## src/rtl/ram_bus_arbiter_pkg.sv

```systemverilog
// Shared definitions for the SRAM time-slot arbiter: frame geometry, slot
// encodings and the sub-phase helpers used by the sequencer and the arbiter.
package ram_bus_arbiter_pkg;

  localparam int FRAME_LEN = 16;
  localparam int PHASE_W   = $clog2(FRAME_LEN);

  typedef enum logic [1:0] {
    SLOT_VIDEO0 = 2'd0,
    SLOT_SPI    = 2'd1,
    SLOT_VIDEO1 = 2'd2,
    SLOT_CPU    = 2'd3
  } slot_e;

  // Sub-phase offsets within a 4-phase slot; PHASE_CPU_EN is an absolute phase.
  localparam logic [1:0]         PHASE_ADDR   = 2'd0;
  localparam logic [1:0]         PHASE_STROBE = 2'd2;
  localparam logic [PHASE_W-1:0] PHASE_CPU_EN = PHASE_W'(15);
  localparam logic [PHASE_W-1:0] PHASE_STEP   = PHASE_W'(1);

  function automatic logic is_xfer_sub(input logic [1:0] sub);
    return (sub == 2'd1) || (sub == 2'd2);
  endfunction

endpackage

```

## src/rtl/ram_bus_arbiter_slot_sequencer.sv

```systemverilog
// Free-running frame phase counter; exposes the phase, slot and sub-phase the
// arbiter is about to enter so every arbiter output can be registered.
module slot_sequencer
  import ram_bus_arbiter_pkg::*;
(
  input  logic               clk,
  input  logic               reset,
  output logic [PHASE_W-1:0] phase_nxt,
  output slot_e              slot_nxt,
  output logic [1:0]         sub_nxt
);

  logic [PHASE_W-1:0] phase_q, phase_d;

  always_comb begin
    phase_d = phase_q + PHASE_STEP;
  end

  // NOTE: state registers use non-blocking assignments only; the matching
  // _d value is computed with blocking assignments in always_comb.
  always_ff @(posedge clk or posedge reset) begin
    if (reset) phase_q <= '0;
    else       phase_q <= phase_d;
  end

  assign phase_nxt = phase_d;
  assign slot_nxt  = slot_e'(phase_d[PHASE_W-1 -: 2]);
  assign sub_nxt   = phase_d[1:0];

endmodule

```

## src/rtl/ram_bus_arbiter.sv

```systemverilog
// Shares the external SRAM bus between video, SPI bridge and 6502 CPU using a
// fixed 16-clock frame of four 4-phase slots; all outputs are registered.
module ram_bus_arbiter
  import ram_bus_arbiter_pkg::*;
#(
  parameter int ADDR_WIDTH = 17
) (
  input  logic                  clk,
  input  logic                  reset,
  input  logic [ADDR_WIDTH-1:0] cpu_addr,
  input  logic                  cpu_we,
  input  logic                  cpu_ram_enable,
  input  logic                  cpu_is_readonly,
  input  logic [ADDR_WIDTH-1:0] video_addr,
  input  logic                  spi_req,
  input  logic [ADDR_WIDTH-1:0] spi_addr,
  input  logic                  spi_we,
  output logic                  spi_ack,
  output logic [ADDR_WIDTH-1:0] bus_addr,
  output logic                  ram_oe,
  output logic                  ram_we,
  output logic                  video_strobe,
  output logic                  cpu_strobe,
  output logic                  cpu_clk_en
);

  logic [PHASE_W-1:0] phase_nxt;
  slot_e              slot_nxt;
  logic [1:0]         sub_nxt;

  slot_sequencer u_seq (
    .clk       (clk),
    .reset     (reset),
    .phase_nxt (phase_nxt),
    .slot_nxt  (slot_nxt),
    .sub_nxt   (sub_nxt)
  );

  logic [ADDR_WIDTH-1:0] bus_addr_q, bus_addr_d;
  logic active_q, active_d;
  logic rd_q, rd_d;
  logic wr_q, wr_d;
  logic ram_oe_q, ram_oe_d;
  logic ram_we_q, ram_we_d;
  logic spi_ack_q, spi_ack_d;
  logic video_strobe_q, video_strobe_d;
  logic cpu_strobe_q, cpu_strobe_d;
  logic cpu_clk_en_q, cpu_clk_en_d;

  // Slot set-up: requester, direction and gating are latched on the edge
  // entering a slot, so mid-slot input changes cannot disturb the access.
  // NOTE: every variable gets a default before the case so no latch is inferred.
  always_comb begin
    bus_addr_d = bus_addr_q;
    active_d   = active_q;
    rd_d       = rd_q;
    wr_d       = wr_q;
    if (sub_nxt == PHASE_ADDR) begin
      unique case (slot_nxt)
        SLOT_VIDEO0, SLOT_VIDEO1: begin
          active_d   = 1'b1;
          rd_d       = 1'b1;
          wr_d       = 1'b0;
          bus_addr_d = video_addr;
        end
        SLOT_SPI: begin
          active_d = spi_req;
          rd_d     = spi_req && !spi_we;
          wr_d     = spi_req && spi_we;
          if (spi_req) bus_addr_d = spi_addr;
        end
        SLOT_CPU: begin
          active_d   = 1'b1;
          rd_d       = !cpu_we && cpu_ram_enable;
          wr_d       = cpu_we && cpu_ram_enable && !cpu_is_readonly;
          bus_addr_d = cpu_addr;
        end
      endcase
    end
  end

  // Output decode: rd_q and wr_q are mutually exclusive, so oe and we are too.
  always_comb begin
    ram_oe_d       = is_xfer_sub(sub_nxt) && rd_q;
    ram_we_d       = is_xfer_sub(sub_nxt) && wr_q;
    video_strobe_d = (sub_nxt == PHASE_STROBE) && active_q &&
                     ((slot_nxt == SLOT_VIDEO0) || (slot_nxt == SLOT_VIDEO1));
    spi_ack_d      = (sub_nxt == PHASE_STROBE) && active_q && (slot_nxt == SLOT_SPI);
    cpu_strobe_d   = (sub_nxt == PHASE_STROBE) && active_q && (slot_nxt == SLOT_CPU);
    cpu_clk_en_d   = (phase_nxt == PHASE_CPU_EN);
  end

  always_ff @(posedge clk or posedge reset) begin
    if (reset) begin
      bus_addr_q     <= '0;
      active_q       <= 1'b0;
      rd_q           <= 1'b0;
      wr_q           <= 1'b0;
      ram_oe_q       <= 1'b0;
      ram_we_q       <= 1'b0;
      spi_ack_q      <= 1'b0;
      video_strobe_q <= 1'b0;
      cpu_strobe_q   <= 1'b0;
      cpu_clk_en_q   <= 1'b0;
    end else begin
      bus_addr_q     <= bus_addr_d;
      active_q       <= active_d;
      rd_q           <= rd_d;
      wr_q           <= wr_d;
      ram_oe_q       <= ram_oe_d;
      ram_we_q       <= ram_we_d;
      spi_ack_q      <= spi_ack_d;
      video_strobe_q <= video_strobe_d;
      cpu_strobe_q   <= cpu_strobe_d;
      cpu_clk_en_q   <= cpu_clk_en_d;
    end
  end

  assign bus_addr     = bus_addr_q;
  assign ram_oe       = ram_oe_q;
  assign ram_we       = ram_we_q;
  assign spi_ack      = spi_ack_q;
  assign video_strobe = video_strobe_q;
  assign cpu_strobe   = cpu_strobe_q;
  assign cpu_clk_en   = cpu_clk_en_q;

endmodule

```

## config.mk

```make
export PLATFORM = sky130hd
export DESIGN_NAME = ram_bus_arbiter
export DESIGN_NICKNAME = d
export VERILOG_FILES = /design/src/rtl/ram_bus_arbiter_pkg.sv /design/src/rtl/ram_bus_arbiter_slot_sequencer.sv /design/src/rtl/ram_bus_arbiter.sv
export SDC_FILE = /design/constraint.sdc
export NUM_CORES = 1
export LEC_CHECK = 0
export ABC_AREA = 0
export BUFFER_PORTS_ARGS = -buffer_cell sky130_fd_sc_hd__buf_2
export CORE_MARGIN = 2
export CORE_UTILIZATION = 44
export CTS_CLUSTER_SIZE = 12
export DETAILED_ROUTE_END_ITERATION = 10
export PLACE_DENSITY = 0.86
export SETUP_SLACK_MARGIN = 0.02
export SLEW_MARGIN = 20
export SYNTH_ARGS = -nofsm -noshare
export SYNTH_HDL_FRONTEND = slang
export SYNTH_SLANG_ARGS = --single-unit
```

## constraint.sdc

```tcl
create_clock -name clk -period 1.7 [get_ports clk]
set_clock_uncertainty 0.1 [all_clocks]
set_input_delay 0.17 -clock clk [delete_from_list [all_inputs] [get_ports clk]]
set_output_delay 0.17 -clock clk [all_outputs]
set_load 0.03 [all_outputs]
```

==> out/results.tsv, run 1 <==
stage	metric	value	unit
routing	drt pass-1 iters	4	
cells_and_area	fin nets	294	
cts	CTS clock-pin slew for the worst setup and hold paths	0.09	ns
timing	Slew @ Worst Pin	0.643	ns
placement	Port Buffers	80	
yosys	Yosys reg bits	30	
cts	CTS H-tree lvls	2	
yosys	Mapped Area	1480	um2
yosys	average footprint of a synthesized cell	9.93	um2
cts	TritonCTS buffer count	5	
floorplanning	DIE HEIGHT	62.0	um
timing	Fmax	0.635	GHz
cells_and_area	P&R area growth vs syn	34.8	%
cts	Clock Latency Late Sink	0.33	ns
hold_path	Hold Crit Class	input pin to register	
timing	Setup TNS	0	ns
critical_path	worst r2r dst	bus_addr[0]	
floorplanning	die footprint	3840	um2
critical_path	r2r worst-path depth	4	
global_routing	initial antenna violation count	0	
routing	number of DRC markers in iteration 0	100	
timing	RSZ-0062 raised after global routing	false	
routing	# DRC	0	
cells_and_area	ANT cells	0	
yosys	Net Count, Synth	210	
routing	vias per inst	5.31	
timing	Final Cycle Share	92.7	%
cts	clk sinks	30	
routing	DRT antenna net count	0	
timing	min setup slack post-route	0.124	ns
critical_path	CP startpoint kind	register	
critical_path	Crit Path Max Fanout	23	
global_routing	vias in the first global route	1257	
cells_and_area	layout cells sized above 1	41.2	%
critical_path	arrival time worst endpoint	1.69	ns
routing	routed wire length	3800	um
yosys	ys async rst share	100	%
hold_path	worst hold path cell count	3	
global_routing	total global routing track utilization	20.4	%
timing	Final Hold Viols	0	
floorplanning	Initial Utilization	45.0	%
power_and_ir_drop	Pwr Density	662	nW/um2
routing	WL/cell	13.6	um
floorplanning	Core Region	3280	um2
power_and_ir_drop	Pleak	0.961	nW
routing	DR vias	1482	
hold_path	HP Start	spi_addr[15]	
cells_and_area	final core occ	60.7	%
yosys	post-synthesis cell type count	33	
yosys	dominant synthesized flop cell	dfrtp_1	
yosys	Synth Warn #	0	
placement	DPL Wire Length	2800	um
floorplanning	# rows	21	
critical_path	FF-to-FF setup slack	0.12	ns
timing	Final Setup Violations	0	
run	max-cap viol count	0	
critical_path	worst path required time	1.82	ns
hold_path	Hold Path End	bus_addr[15]	
yosys	Syn Inst Count	149	
power_and_ir_drop	Worst IR Drop VDD	0.372	mV
power_and_ir_drop	Final Total Pwr	0.00132	W
cts	clock root cell	clkbuf_4	
timing	fin crit period	1.58	ns
critical_path	worst reg2reg startpoint	u_seq.phase_q[2]	
timing	Hold Slack	0.0384	ns
timing	Max-Slew Margin vs Limit	57.0	%
global_routing	largest net degree at the start of global routing	31	
critical_path	Crit Path Class	register to register	
placement	placer congestion estimate	0.883	
yosys	sequential element share of the synthesized area	50.8	%
critical_path	Crit. End Element	register	
timing	Slew Viols, Final	0	
yosys	EDFF count, synth	0	
floorplanning	IO Pins	81	
placement	pre-CTS setup slack	-0.0562	ns
global_routing	Remaining Overflow, GRT	0	
global_routing	first-pass GRT wire length	5580	um
floorplanning	die width	62.0	um
cts	CTS tree	yes	
cts	clock tree buffer depth	2	
outcome	status	completed	
-- power breakdown --
group | switching (W) | internal [W]
clock | 0.000230 | 0.000155
sequential | 0.0000105 | 0.000733
combinational | 0.000108 | 0.0000823
total | 0.000348 | 0.000971
-- critical path, cell delays in order, from the launching register on --
cell and delay, ns:
dfrtp_1 0.39, buf_4 0.22, o31a_2 0.52, nor2_1 0.16, a31oi_1 0.06
-- synthesized netlist by cell type (2+ instances only) --
| cell | count | share of area, % |
|---|---|---|
| a22oi_1 | 16 | 8.1 |
| a31oi_1 | 17 | 7.2 |
| and2_1 | 2 | 0.85 |
| buf_2 | 3 | 1.0 |
| buf_4 | 3 | 1.5 |
| buf_6 | 2 | 1.5 |
| clkbuf_1 | 2 | 0.51 |
| dfrtp_1 | 30 | 51 |
| ha_1 | 3 | 2.5 |
| inv_1 | 8 | 2.0 |
| nand2_1 | 4 | 1.0 |
| nand2b_1 | 2 | 0.85 |
| nand3_1 | 3 | 1.0 |
| nor2_1 | 17 | 4.3 |
| nor2b_1 | 2 | 0.85 |
| o21ai_0 | 16 | 5.4 |
| o31ai_1 | 2 | 1.0 |
| xor2_1 | 2 | 1.2 |
-- flip-flops by register name, summed over array words and instances (netlist names) --
register	flops
video_strobe	1
ram_we	1
active_q	1
cpu_strobe	1
cpu_clk_en	1
rd_q	1
u_seq.phase_q	4
wr_q	1
ram_oe	1
spi_ack	1
bus_addr	17
-- stage by stage --
| stage | area, um2 | std cells |
|---|---|---|
| after CTS | 1990 | 279 |
| after global routing | 1990 | 279 |
| after global placement | 1920 | 270 |
| final | 1990 | 279 |
| after detailed placement | 1920 | 270 |
| after floorplan | 1480 | 149 |
-- cell usage in the layout (no fill, tap or decap), types with 2 or more instances in the layout --
cell,instances
buf_2,80
dfrtp_1,30
nor2_1,17
a31oi_1,17
o21ai_0,16
a22oi_1,16
inv_1,8
clkbuf_4,5
buf_4,5
nand2_1,4
nand3_1,3
ha_1,3
nor2b_2,2
nand2b_1,2
xor2_1,2
and2_1,2
o31ai_1,2
clkbuf_1,2
dlygate4sd3_1,2
-- cell families (layout without fill, tap and decap cells) --
group	Yosys count	count (layout)	share of synthesized area (%)
AO/OA/AOI/OAI	58	58	25.9
XOR/XNOR	3	3	1.78
AND/OR/NAND/NOR	36	36	12.1
adder cells (fa/ha/maj)	3	3	2.54
flip-flops	30	30	50.8
buffers and inverters	19	103	6.94
-- timing repair --
action	CTS	global route
resized for setup	2	1
hold buffers	2	0
setup endpoints to repair	16	1
buffers inserted	0	0
endpoints found under the hold margin	31	0
-- worst max-delay path by stage --
stage,start,to
2_1_floorplan,u_seq.phase_q[0],bus_addr[2]
3_3_place_gp,u_seq.phase_q[2],bus_addr[14]
3_5_place_dp,u_seq.phase_q[2],bus_addr[0]
4_1_cts,u_seq.phase_q[0],rd_q
5_1_grt,u_seq.phase_q[2],bus_addr[5]
6_report,u_seq.phase_q[2],bus_addr[0]
-- final cells by class --
class,count,area [um2]
well taps,46,57.6
inverters,8,30.0
flip-flops and latches,30,751
repair buffers,88,478
clock buffers,7,45.0
fillers,297,1290
multi-input cells,100,632
-- layer usage --
| layer | global-route usage [%] | share of wire [%] | vias to the layer above |
|---|---|---|---|
| met2 | 32.6 | 50 | 53 |
| li1 | - | - | 713 |
| met1 | 26.4 | 42 | 708 |
| met5 | 0 | 0 | - |
| met4 | 10.0 | 1.8 | 0 |
| met3 | 3.93 | 5.9 | 8 |
No activity file was read; power rests on OpenSTA's default activity.
==> run 2: changes to the inputs <==
--- a/config.mk
+++ b/config.mk
@@ -7,6 +7,7 @@
 export LEC_CHECK = 0
 export ABC_AREA = 0
 export BUFFER_PORTS_ARGS = -buffer_cell sky130_fd_sc_hd__buf_2
+export CORE_ASPECT_RATIO = 0.9
 export CORE_MARGIN = 2
 export CORE_UTILIZATION = 44
 export CTS_CLUSTER_SIZE = 12
==> out/results.tsv, run 2 (synthesized netlist as in run 1, its figures left out) <==
stage	metric	value	unit	change
timing	Fmax	0.663	GHz	was 0.635 GHz
placement	pre-CTS setup slack	0.000955	ns	was -0.0562 ns
timing	RSZ-0062 raised after global routing	false		unchanged
cts	CTS H-tree lvls	2		unchanged
routing	drt pass-1 iters	4		unchanged
critical_path	CP startpoint kind	register		unchanged
routing	number of DRC markers in iteration 0	117		was 100
timing	Slew Viols, Final	0		unchanged
cts	CTS clock-pin slew for the worst setup and hold paths	0.06	ns	was 0.09 ns
cells_and_area	FILL cells	279		was 297
routing	# DRC	0		unchanged
cells_and_area	ANT cells	0		unchanged
routing	vias per inst	5.21		was 5.31
hold_path	HP Start	cpu_addr[2]		was spi_addr[15]
outcome	status	completed		unchanged
routing	WL met1	1620	um	was 1600 um
critical_path	worst path required time	1.76	ns	was 1.82 ns
power_and_ir_drop	Pwr Density	716	nW/um2	was 662 nW/um2
timing	Slew @ Worst Pin	0.440	ns	was 0.643 ns
timing	Final Setup Violations	0		unchanged
placement	Port Buffers	80		unchanged
critical_path	CP Launch Point	u_seq.phase_q[0]		was u_seq.phase_q[2]
floorplanning	die footprint	3840	um2	about the same
floorplanning	IO Pins	81		unchanged
cells_and_area	most common cell after layout, fill and taps aside	buf_2		unchanged
cts	clock root cell	clkbuf_8		was clkbuf_4
global_routing	first-pass GRT wire length	5930	um	was 5580 um
timing	fin crit period	1.51	ns	was 1.58 ns
run	max-cap viol count	0		unchanged
critical_path	Crit Path Max Fanout	7		was 23
placement	DPL Wire Length	2880	um	was 2800 um
routing	DR vias	1443		was 1482
routing	met3 routed WL	218	um	was 226 um
global_routing	largest net degree at the start of global routing	31		unchanged
critical_path	r2r worst-path depth	4		unchanged
floorplanning	# rows	19		was 21
cts	clock tree buffer depth	2		unchanged
cts	TritonCTS buffer count	5		unchanged
cts	Setup Buffers After CTS	0		unchanged
hold_path	worst hold path cell count	3		unchanged
critical_path	crit-path cells	ha_1 > nor2b_1 > o311ai_0 > o21a_1		was buf_4 > o31a_2 > nor2_1 > a31oi_1
cells_and_area	fin nets	296		was 294
routing	DRT antenna net count	0		unchanged
critical_path	arrival time worst endpoint	1.57	ns	was 1.69 ns
cts	CTS tree	yes		unchanged
cells_and_area	max reg flops	17		unchanged
cells_and_area	most frequent cells in the layout	80 x buf_2, 30 x dfrtp_1, 17 x nor2_1, 17 x a31oi_1		unchanged
cts	Clock Latency Late Sink	0.27	ns	was 0.33 ns
power_and_ir_drop	Worst IR Drop VDD	0.354	mV	was 0.372 mV
hold_path	Hold Crit Class	input pin to register		unchanged
hold_path	Hold Path End	bus_addr[2]		was bus_addr[15]
critical_path	slowest stage cell, crit path	dfrtp_1		was o31a_2
floorplanning	Initial Utilization	47.1	%	was 45.0%
critical_path	Crit. End Element	register		unchanged
cells_and_area	P&R area growth vs syn	36.2	%	was 34.8%
power_and_ir_drop	Pleak	0.983	nW	was 0.961 nW
floorplanning	die width	65.1	um	was 62.0 um
global_routing	initial antenna violation count	0		unchanged
routing	WL/cell	13.6	um	about the same
timing	Max-Slew Margin vs Limit	70.6	%	was 57.0%
routing	routed wire length	3760	um	was 3800 um
placement	placer congestion estimate	0.857		was 0.883
timing	Final Hold Viols	0		unchanged
cts	clk sinks	30		unchanged
critical_path	worst r2r dst	rd_q		was bus_addr[0]
critical_path	Worst path max stage delay	0.35	ns	was 0.52 ns
timing	min setup slack post-route	0.191	ns	was 0.124 ns
routing	WL met2	1900	um	was 1910 um
global_routing	Remaining Overflow, GRT	0		unchanged
critical_path	FF-to-FF setup slack	0.19	ns	was 0.12 ns
cells_and_area	layout cells sized above 1	41.3	%	was 41.2%
floorplanning	DIE HEIGHT	59	um	was 62.0 um
critical_path	worst reg2reg startpoint	u_seq.phase_q[0]		was u_seq.phase_q[2]
global_routing	vias in the first global route	1355		was 1257
floorplanning	Core Region	3140	um2	was 3280 um2
critical_path	Crit Path Class	register to register		unchanged
timing	Setup TNS	0	ns	unchanged
global_routing	total global routing track utilization	20.7	%	was 20.4%
timing	Final Cycle Share	88.8	%	was 92.7%
routing	Top Layer Used	met4		unchanged
[run 2: critical path, delay by kind of cell, from the launching register on]
| family | cells | cell delay (ns) |
|---|---|---|
| AO/OA/AOI/OAI | 2 | 0.37 |
| adder cells (fa/ha/maj) | 1 | 0.26 |
| flip-flops | 1 | 0.35 |
| AND/OR/NAND/NOR | 1 | 0.32 |
[run 2: final cells by class]
| type | count | area, um2 | share of cell area, % |
|---|---|---|---|
| sequential | 30 | 751 | 37.3 |
| clock buffer | 7 | 76.3 | 3.79 |
| timing repair buffer | 90 | 478 | 23.7 |
| multi-input combinational | 100 | 627 | 31.1 |
| inverter | 8 | 30.0 | 1.49 |
| tap | 42 | 52.6 | 2.61 |
[run 2: worst max-delay path by stage]
stage and end:
4_1_cts rd_q, 5_1_grt bus_addr[10], 2_1_floorplan bus_addr[2], 3_5_place_dp bus_addr[4]
3_3_place_gp bus_addr[6], 6_report rd_q
[run 2: per-layer routing]
layer | vias to the layer above | track usage [%]
met3 | 2 | 5.13
li1 | 712 | -
met1 | 676 | 25.4
met2 | 53 | 36.2
met4 | 0 | 7.14
met5 | - | 0
[run 2: power by group]
group / switching (W) / internal (W)
clock: 0.000231 / 0.000281
combinational: 0.000104 / 0.0000808
sequential: 0.0000111 / 0.000735
total: 0.000346 / 0.00110
[run 2: metrics by stage]
step	instances	util [%]	hold slack [ns]	cell area (um2)	power (W)
2_1_floorplan	149	-	0.161	1480	0.000845
3_3_place_gp	269	61.4	0.157	1930	0.000940
3_5_place_dp	269	61.4	0.163	1930	0.000945
4_1_cts	277	64.2	0.0563	2010	0.00146
5_1_grt	277	64.2	0.0706	2010	0.00151
6_report	277	64.2	0.0615	2010	0.00144
[run 2: timing repair]
item / in CTS / in global routing
setup endpoints to repair: 2 / 0
resized for setup: 1 / 0
hold endpoints to repair: 30 / 0
hold buffers: 1 / 0
